<file path="src/rtl/imem_pkg.sv">
// -----------------------------------------------------------------------------
// imem_pkg
// Shared definitions for the instruction-pair server: FSM state encoding,
// default fetch-address width and the instruction-pair / RAM word widths.
// No ports (package).
// -----------------------------------------------------------------------------
package imem_pkg;

  localparam int ADDR_W_DEF = 10;
  localparam int PAIR_W     = 64;
  localparam int WORD_W     = 32;

  // PF0/PF1 are only reachable when the prefetch entry is built in.
  typedef enum logic [2:0] {
    IDLE = 3'd0,
    RD0  = 3'd1,
    RD1  = 3'd2,
    PF0  = 3'd3,
    PF1  = 3'd4
  } state_e;

endpackage

</file>
<file path="src/rtl/imem_pair_entry.sv">
// -----------------------------------------------------------------------------
// imem_pair_entry
// One resident instruction pair: word-address tag, valid bit and 64-bit data,
// with a tag compare against the current fetch word address.
//
// Ports:
//   clock_i, reset_i     clock and synchronous active-high reset
//   inv_i                clear valid (start of a fill into this entry)
//   wr_hi_i / wr_lo_i    write word_i into data[63:32] / data[31:0]
//   commit_i             set tag to commit_tag_i and mark valid
//   load_i               write the whole entry (tag + data) in one cycle
//   cmp_tag_i            word address to compare against
//   hit_o                valid and tag matches cmp_tag_i
//   tag_o, valid_o       current tag / valid
//   data_o               current 64-bit pair
// -----------------------------------------------------------------------------
module imem_pair_entry
  import imem_pkg::*;
#(
  parameter int TAG_W = 8
) (
  input  logic              clock_i,
  input  logic              reset_i,
  input  logic              inv_i,
  input  logic              wr_hi_i,
  input  logic              wr_lo_i,
  input  logic [WORD_W-1:0] word_i,
  input  logic              commit_i,
  input  logic [TAG_W-1:0]  commit_tag_i,
  input  logic              load_i,
  input  logic [TAG_W-1:0]  load_tag_i,
  input  logic [PAIR_W-1:0] load_data_i,
  input  logic [TAG_W-1:0]  cmp_tag_i,
  output logic              hit_o,
  output logic [TAG_W-1:0]  tag_o,
  output logic              valid_o,
  output logic [PAIR_W-1:0] data_o
);

  logic [TAG_W-1:0]  tag_q, tag_d;
  logic              valid_q, valid_d;
  logic [PAIR_W-1:0] data_q, data_d;

  // Next-state for tag/valid/data; a whole-entry load overrides piecewise fills.
  always_comb begin
    tag_d   = tag_q;
    valid_d = valid_q;
    data_d  = data_q;
    if (load_i) begin
      tag_d   = load_tag_i;
      valid_d = 1'b1;
      data_d  = load_data_i;
    end else begin
      if (inv_i) begin
        valid_d = 1'b0;
      end else begin
        valid_d = valid_q;
      end
      if (wr_hi_i) begin
        data_d[PAIR_W-1:WORD_W] = word_i;
      end else begin
        data_d[PAIR_W-1:WORD_W] = data_q[PAIR_W-1:WORD_W];
      end
      if (wr_lo_i) begin
        data_d[WORD_W-1:0] = word_i;
      end else begin
        data_d[WORD_W-1:0] = data_q[WORD_W-1:0];
      end
      if (commit_i) begin
        tag_d   = commit_tag_i;
        valid_d = 1'b1;
      end else begin
        tag_d   = tag_q;
      end
    end
  end

  // Entry storage register.
  always_ff @(posedge clock_i) begin
    if (reset_i) begin
      tag_q   <= {TAG_W{1'b0}};
      valid_q <= 1'b0;
      data_q  <= {PAIR_W{1'b0}};
    end else begin
      tag_q   <= tag_d;
      valid_q <= valid_d;
      data_q  <= data_d;
    end
  end

  assign hit_o   = valid_q && (tag_q == cmp_tag_i);
  assign tag_o   = tag_q;
  assign valid_o = valid_q;
  assign data_o  = data_q;

endmodule

</file>
<file path="src/rtl/imem_pair_server.sv">
// -----------------------------------------------------------------------------
// imem_pair_server
// Responder for the F2 instruction fetch of the dual-issue pipeline. Returns
// the pair {word@iaddr, word@iaddr+4} assembled from two reads of a
// single-ported 32-bit instruction RAM with 1-cycle read latency, and holds
// stall_o high until the requested pair is resident.
//
// Optional feature: define IMEM_PREFETCH_EN to add a second entry that
// speculatively holds the next sequential pair (resident word address + 2).
//
// Ports:
//   clock_i      system clock
//   reset_i      synchronous active-high reset
//   iaddr_i      fetch byte address (bits [1:0] ignored)
//   idata_o      [63:32] word at iaddr, [31:0] word at iaddr+4
//   stall_o      high while idata_o is not valid for iaddr_i
//   mem_re_o     RAM read enable
//   mem_addr_o   RAM word address
//   mem_rdata_i  RAM read data, valid the cycle after mem_re_o
// -----------------------------------------------------------------------------
module imem_pair_server
  import imem_pkg::*;
#(
  parameter int                ADDR_W   = ADDR_W_DEF,
  parameter logic [ADDR_W-1:0] RESET_PC = {ADDR_W{1'b0}}
) (
  input  logic              clock_i,
  input  logic              reset_i,
  input  logic [ADDR_W-1:0] iaddr_i,
  output logic [PAIR_W-1:0] idata_o,
  output logic              stall_o,
  output logic              mem_re_o,
  output logic [ADDR_W-3:0] mem_addr_o,
  input  logic [WORD_W-1:0] mem_rdata_i
);

  localparam int              WA_W   = ADDR_W - 2;
  localparam logic [WA_W-1:0] WA_ONE = WA_W'(1);

  state_e            state_q, state_d;
  logic [WA_W-1:0]   fill_addr_q, fill_addr_d;
  logic [WA_W-1:0]   req_word;

  logic              m_hit, m_valid;
  logic [WA_W-1:0]   m_tag;
  logic [PAIR_W-1:0] m_data;
  logic              m_inv, m_wr_hi, m_wr_lo, m_commit, m_load;
  logic [WA_W-1:0]   m_load_tag;
  logic [PAIR_W-1:0] m_load_data;

  logic              mem_re;
  logic [WA_W-1:0]   mem_addr;
  logic              unused_s;

  assign req_word = iaddr_i[ADDR_W-1:2];

`ifdef IMEM_PREFETCH_EN
  localparam logic [WA_W-1:0] WA_TWO = WA_W'(2);

  logic              pf_hit, pf_valid, pf_next_ok;
  logic [WA_W-1:0]   pf_tag;
  logic [PAIR_W-1:0] pf_data;
  logic              pf_inv, pf_wr_hi, pf_wr_lo, pf_commit;

  // The pf entry is useful only if it holds the pair right after the main one.
  assign pf_next_ok  = pf_valid && (pf_tag == (m_tag + WA_TWO));
  assign m_load_tag  = pf_tag;
  assign m_load_data = pf_data;
  assign unused_s    = ^{iaddr_i[1:0], RESET_PC[1:0], m_valid};

  imem_pair_entry #(.TAG_W(WA_W)) u_pf_entry (
    .clock_i      (clock_i),
    .reset_i      (reset_i),
    .inv_i        (pf_inv),
    .wr_hi_i      (pf_wr_hi),
    .wr_lo_i      (pf_wr_lo),
    .word_i       (mem_rdata_i),
    .commit_i     (pf_commit),
    .commit_tag_i (fill_addr_q),
    .load_i       (1'b0),
    .load_tag_i   ({WA_W{1'b0}}),
    .load_data_i  ({PAIR_W{1'b0}}),
    .cmp_tag_i    (req_word),
    .hit_o        (pf_hit),
    .tag_o        (pf_tag),
    .valid_o      (pf_valid),
    .data_o       (pf_data)
  );

  // A prefetch in progress does not stall a fetch that already hits.
  assign stall_o = (state_q == RD0) || (state_q == RD1) || !m_hit;
`else
  assign m_load_tag  = {WA_W{1'b0}};
  assign m_load_data = {PAIR_W{1'b0}};
  assign unused_s    = ^{iaddr_i[1:0], RESET_PC[1:0], m_valid, m_tag};

  assign stall_o = (state_q != IDLE) || !m_hit;
`endif

  imem_pair_entry #(.TAG_W(WA_W)) u_main_entry (
    .clock_i      (clock_i),
    .reset_i      (reset_i),
    .inv_i        (m_inv),
    .wr_hi_i      (m_wr_hi),
    .wr_lo_i      (m_wr_lo),
    .word_i       (mem_rdata_i),
    .commit_i     (m_commit),
    .commit_tag_i (fill_addr_q),
    .load_i       (m_load),
    .load_tag_i   (m_load_tag),
    .load_data_i  (m_load_data),
    .cmp_tag_i    (req_word),
    .hit_o        (m_hit),
    .tag_o        (m_tag),
    .valid_o      (m_valid),
    .data_o       (m_data)
  );

  // Fill sequencer: next state, RAM request and entry write strobes.
  always_comb begin
    state_d     = state_q;
    fill_addr_d = fill_addr_q;
    m_inv       = 1'b0;
    m_wr_hi     = 1'b0;
    m_wr_lo     = 1'b0;
    m_commit    = 1'b0;
    m_load      = 1'b0;
    mem_re      = 1'b0;
    mem_addr    = {WA_W{1'b0}};
`ifdef IMEM_PREFETCH_EN
    pf_inv      = 1'b0;
    pf_wr_hi    = 1'b0;
    pf_wr_lo    = 1'b0;
    pf_commit   = 1'b0;
`endif
    case (state_q)
      IDLE: begin
        if (!m_hit) begin
`ifdef IMEM_PREFETCH_EN
          if (pf_hit) begin
            // Promote the prefetched pair; costs a single stall cycle.
            m_load = 1'b1;
            pf_inv = 1'b1;
          end else begin
            fill_addr_d = req_word;
            mem_re      = 1'b1;
            mem_addr    = req_word;
            m_inv       = 1'b1;
            state_d     = RD0;
          end
        end else begin
          if (!pf_next_ok) begin
            fill_addr_d = m_tag + WA_TWO;
            mem_re      = 1'b1;
            mem_addr    = m_tag + WA_TWO;
            pf_inv      = 1'b1;
            state_d     = PF0;
          end else begin
            state_d = IDLE;
          end
`else
          // First read of the pair is issued in the miss-detect cycle.
          fill_addr_d = req_word;
          mem_re      = 1'b1;
          mem_addr    = req_word;
          m_inv       = 1'b1;
          state_d     = RD0;
        end else begin
          state_d = IDLE;
`endif
        end
      end
      RD0: begin
        // Increment wraps modulo the word-address space.
        m_wr_hi  = 1'b1;
        mem_re   = 1'b1;
        mem_addr = fill_addr_q + WA_ONE;
        state_d  = RD1;
      end
      RD1: begin
        m_wr_lo  = 1'b1;
        m_commit = 1'b1;
        state_d  = IDLE;
      end
`ifdef IMEM_PREFETCH_EN
      PF0: begin
        pf_wr_hi = 1'b1;
        mem_re   = 1'b1;
        mem_addr = fill_addr_q + WA_ONE;
        state_d  = PF1;
      end
      PF1: begin
        pf_wr_lo  = 1'b1;
        pf_commit = 1'b1;
        state_d   = IDLE;
      end
`endif
      default: begin
        state_d = IDLE;
      end
    endcase
  end

  // Sequencer state and fill address registers.
  always_ff @(posedge clock_i) begin
    if (reset_i) begin
      state_q     <= IDLE;
      fill_addr_q <= RESET_PC[ADDR_W-1:2];
    end else begin
      state_q     <= state_d;
      fill_addr_q <= fill_addr_d;
    end
  end

  // RAM request is held at its reset value while reset is asserted.
  assign mem_re_o   = mem_re & ~reset_i;
  assign mem_addr_o = reset_i ? {WA_W{1'b0}} : mem_addr;
  assign idata_o    = m_data;

endmodule

</file>
<file path="config.mk">
export PLATFORM = sky130hd
export DESIGN_NAME = imem_pair_server
export DESIGN_NICKNAME = d
export VERILOG_FILES = /design/src/rtl/imem_pkg.sv /design/src/rtl/imem_pair_entry.sv /design/src/rtl/imem_pair_server.sv
export SDC_FILE = /design/constraint.sdc
export NUM_CORES = 1
export LEC_CHECK = 0
export CAP_MARGIN = 5
export CORE_UTILIZATION = 60
export DETAILED_ROUTE_END_ITERATION = 8
export DONT_BUFFER_PORTS = 1
export GPL_TIMING_DRIVEN = 0
export PLACE_DENSITY = 0.86
export RECOVER_POWER = 100
export SLEW_MARGIN = 10
export SYNTH_ARGS = -nofsm -noshare
export SYNTH_HDL_FRONTEND = slang
export SYNTH_SLANG_ARGS = --single-unit
</file>
<file path="constraint.sdc">
create_clock -name clock_i -period 2.8 [get_ports clock_i]
set_clock_uncertainty 0.05 [all_clocks]
set_input_delay 0.56 -clock clock_i [delete_from_list [all_inputs] [get_ports clock_i]]
set_output_delay 0.56 -clock clock_i [all_outputs]
set_load 0.005 [all_outputs]
</file>
# Yosys cells after proc, flatten, opt, wreduce, memory -nomap -nowiden
# Index checks and enable logic that the tools add are counted.
# word_totals
regBits	84
word_cells	32
out_inout_bits	74
inputBits	44
# op_classes
mux	12
reduce_logical	7
n_bitwise	3
addsub	1
eq_ne	3
# ops
cell	count
8-bit 2-to-1 mux	2
8-bit one-hot mux with 2 select lines	1
8-bit by 1-bit adder with 8-bit output (second input constant)	1
8-bit == test	1
1-bit 2-to-1 mux	7
3-bit one-hot mux with 2 select lines	1
3-bit by 1-bit == test with 1-bit output (second input constant)	1
3-bit by 2-bit == test with 1-bit output (second input constant)	1
3-bit zero test	1
3-bit nonzero test	1
1-bit NOT	2
1-bit one-hot mux with 2 select lines	1
2-bit AND reduction	1
2-bit nonzero test	1
1-bit AND	1
1-bit logical AND	1
1-bit zero test	1
1-bit logical OR	1

# Logic depth before layout (Yosys ltp)
# depth
word_depth	6
mapped_depth	6
depth_no_buf	4

# Modules after synthesis
# Synthesis repeated with hierarchy kept, for this count alone.
# unflattened
cells_unflattened	410
hier_area_um2	4404.2
# by_module_without_submodules
mod	seq_area_each_um2	area_per_inst_um2	cells_per_inst	instances
imem_pair_entry	1461.4	3828.7	329	1
imem_pair_server	200.2	575.6	81	1

# Worst setup path after synthesis
# Ideal clock, no wire load.
# synth_path
path_type	input-to-output
from	in iaddr_i[3]
to	out mem_addr_o[2]
arrival_time_ps	1457
stages	4
path_buffers	0
t_required_ps	2190
slack_ps	733
path_cell_list	xnor2_1 > nand4_2 > nor3_4 > o22ai_1
# synth_between
elab_chain_len	5
# synth_lines
element	line	source
start: declaration	imem_pair_server.sv:29	input logic [ADDR_W-1:0] iaddr_i,
8-bit == test	imem_pair_entry.sv:91	assign hit_o = valid_q && (tag_q == cmp_tag_i);
1-bit logical AND	imem_pair_entry.sv:91	
8-bit 2-to-1 mux	imem_pair_server.sv:138	if (!m_hit) begin
8-bit one-hot mux with 2 select lines	imem_pair_server.sv:136	case (state_q)
8-bit 2-to-1 mux	imem_pair_server.sv:217	assign mem_addr_o = reset_i ? {WA_W{1'b0}} : mem_addr;
end: declaration	imem_pair_server.sv:33	output logic [ADDR_W-3:0] mem_addr_o,
# No other way between the ends.

# Final worst setup path
# layout_path
from	reg u_main_entry.tag_q[7], in the netlist u_main_entry.tag_o[7]
to	out mem_addr_o[0]
# layout_between
elab_chain_len	5
# layout_lines
element	line	source
start: declaration	imem_pair_entry.sv:40	logic [TAG_W-1:0] tag_q, tag_d;
start signal: assignment	imem_pair_entry.sv:81	tag_q <= {TAG_W{1'b0}};
start signal: assignment	imem_pair_entry.sv:85	tag_q <= tag_d;
8-bit == test	imem_pair_entry.sv:91	
1-bit logical AND	imem_pair_entry.sv:91	
8-bit 2-to-1 mux	imem_pair_server.sv:138	
8-bit one-hot mux with 2 select lines	imem_pair_server.sv:136	
8-bit 2-to-1 mux	imem_pair_server.sv:217	
# No other way between the ends.

==> results.py <==
metrics = {
    "route": {
        "vias": 3070,
        "antenna_left": 0,
        "wl_per_cell_um": 16.1,
        "met2_wirelength_um": 4160,
        "met1_length_um": 3270,
        "wl_met3_um": 799,
        "viasPerCell": 5.81,
        "drt_wl_total_um": 8480,
        "initialDrtViolationCount": 109,
        "drcViolationCount": 0,
        "first_pass_iters": 4,
        "routed.top_layer": "met4",
    },
    "clock_network": {
        "ctsLongestPathBuffers": 2,
        "root_buffer": "clkbuf_8",
        "path_clk_slew_ps": 90,
        "cts_max_level": 3,
        "cts_tree": "done",
        "cts_buffers": 9,
        "cts_resized": 0,
        "clock_sinks": 83,
        "cts_setup_buffers": 0,
        "cts_hold_buf": 0,
        "clock_latency_ps": 350,
    },
    "critical_path": {
        "arrival_ps": 1910,
        "reg2regPathDepth": 5,
        "critPathLaunchType": "flip-flop",
        "path_class": "reg2out",
        "end_kind": "primary output",
        "critPathRequiredTime_ps": 2190,
        "path_max_fanout": 10,
    },
    "power": {
        "seq_power_share_pct": 49.9,
        "switchingPower_mw": 0.685,
        "vdd_drop_max_v": 0.000387,
        "cellPowerDensity_nw_per_um2": 708,
        "p_leak_nw": 1.32,
        "p_sw_share_pct": 26.0,
        "power_frac_comb_pct": 11.0,
        "internal_power_mw": 1.96,
        "power_frac_clock_pct": 39.0,
    },
    "sta": {
        "min_period_ps": 2520,
        "hold_viol": 0,
        "max_freq_ghz": 0.397,
        "setup_tns_ps": 0,
        "period_share_pct": 90.0,
        "setup_viol": 0,
        "drv_slew": 0,
        "fin_ws_ps": 279,
        "rsz0062_at_grt": "false",
        "worstMarginPinSlew_ps": 587,
        "slew_headroom_pct": 60.7,
    },
    "synthesis": {
        "ys.flop_type": "dfxtp_1",
        "yosysWarnings": 0,
        "synth.mux.area_fraction_pct": 0,
        "synthAdderAreaFrac_pct": 0.367,
        "ys_seq_area_share_pct": 48.8,
        "syn_avg_cell_area_sq_um": 7.74,
        "synth-seq-cells": 83,
        "mappedNetlistNets": 485,
        "async_flop_share_pct": 0,
        "syn_area_sq_um": 3410,
        "yosys.area_share.xor_xnor_pct": 3.60,
        "synth_cells": 440,
        "synth_edf_count": 0,
        "synth_compound_area_share_pct": 14.1,
        "synth_top_family_by_area": "simple AND/OR/NAND/NOR gates",
        "yosysUniqueCellTypes": 38,
        "synthSimpleGateAreaFrac_pct": 28.7,
    },
    "global_routing": {
        "grt_pass1_wl_um": 13500,
        "grt_usage_pct": 28.9,
        "antenna_found_initial": 0,
        "grt-ovfl-total": 0,
        "grt_pass1_vias": 3020,
        "grt_max_degree": 15,
    },
    "floorplan": {
        "chipWidth_um": 77.4,
        "fp.dieArea_sq_um": 5980,
        "ios": 118,
        "die_h_um": 77.4,
        "rows": 27,
        "core_region_area_sq_um": 5470,
        "initial_core_util_pct": 62.3,
    },
    "hold_path": {
        "hp-class": "in2reg",
        "holdPathStages": 2,
    },
    "final_layout": {
        "seq_area_sq_um": 1660,
        "most-common-layout-cells": "155 x nand2_1, 83 x dfxtp_1, 78 x a21oi_1",
        "drive_above_1_share_pct": 6.36,
        "areaGrowthSynthToFinish_pct": 9.40,
        "multi_input_area_sq_um": 1590,
        "fill_cells": 489,
        "nets": 496,
        "antenna_cells": 0,
        "final_common_cell": "nand2_1",
    },
    "status": {
        "status": "completed",
    },
    "placement": {
        "place_ws_ps": 451,
        "place.gp.congestion": 0.901,
        "dp_hpwl_um": 6000,
        "io_buffers": 0,
    },
    "run": {
        "cap_violations": 0,
    },
}
==> stage by stage <==
stage                     cell area, sq um  power [mW]  instances  hold slack [ps]  utilization, %
final                                 3730        2.64        528              283            68.1
after global routing                  3730        2.74        528              271            68.1
after CTS                             3740        2.65        528              276            68.3
after detailed placement              3500        1.63        512              412            63.9
after global placement                3500        1.62        512              406            63.9
after floorplan                       3410        1.56        440              400               -
==> layout make-up <==
class	count	share of cell area [%]
clock buffer	10	3.42
buffer	29	3.49
clock inverter	6	3.02
sequential	83	44.6
tap	72	2.42
multi-input combinational	325	42.8
inverter	3	0.302
==> layer usage <==
metal,track usage (%),up-vias
met5,0,-
met4,17.2,0
met3,9.18,28
met2,50.1,137
met1,30.6,1426
li1,-,1479
==> Yosys cell counts (2+ instances only) <==
master	count	share of area, %
xnor2_1	11	2.8
or4_1	6	1.3
xor2_1	3	0.77
nor3b_1	2	0.44
a22oi_1	2	0.44
or2b_2	5	1.3
clkbuf_1	14	1.5
dfxtp_1	83	49
nand2_1	155	17
buf_1	8	0.88
a21oi_1	78	11
nor4_1	6	1.1
nand2b_1	2	0.37
o21ai_0	2	0.29
nor3_1	2	0.29
buf_6	2	0.66
nor2b_1	5	0.92
buf_2	4	0.59
inv_1	3	0.33
nand3_1	6	0.88
nand4_1	2	0.37
o21ai_1	2	0.29
o22ai_1	6	1.1
and3_1	2	0.37
nor2_1	16	1.8
==> final timing paths <==
kind                                       from                                   to  slack, ps
max          u_main_entry.tag_o[7]$_SDFFE_PP0P_                        mem_addr_o[0]        280
min                              mem_rdata_i[3]  u_main_entry.data_o[3]$_SDFFE_PP0P_        280
max reg2reg  u_main_entry.tag_o[7]$_SDFFE_PP0P_          fill_addr_q[6]$_SDFFE_PP0P_        910
min reg2reg  u_main_entry.tag_o[5]$_SDFFE_PP0P_   u_main_entry.tag_o[5]$_SDFFE_PP0P_        420
==> worst max-delay path, cell delays in order (launching register included) <==
cell     delay, ps
dfxtp_1        330
xnor2_1        250
nand4_2        360
nor3_4         420
o21ai_0        210
==> flip-flops by register name, summed over array words and instances (netlist names) <==
name / count
fill_addr_q: 8
state_q: 2
u_main_entry.valid_o: 1
u_main_entry.data_o: 64
u_main_entry.tag_o: 8
==> power by group through the flow <==
stage               Sequential (mW)  Combinational [mW]  Clock, mW
global placement               1.34               0.278          0
finish                         1.32               0.291       1.03
floorplan                      1.33               0.229          0
detailed placement             1.35               0.289          0
CTS                            1.32               0.292       1.04
global route                   1.33               0.324       1.09
==> kinds of logic after synthesis <==
kind of cell,count (synthesis)
and+or+nand+nor,218
DFF,83
adders and majority gates,1
xor gates and xnor gates,14
AOI/OAI and AO/OA,92
buffers and inverters,32
Note: power is estimated with default switching activity, not from simulation.
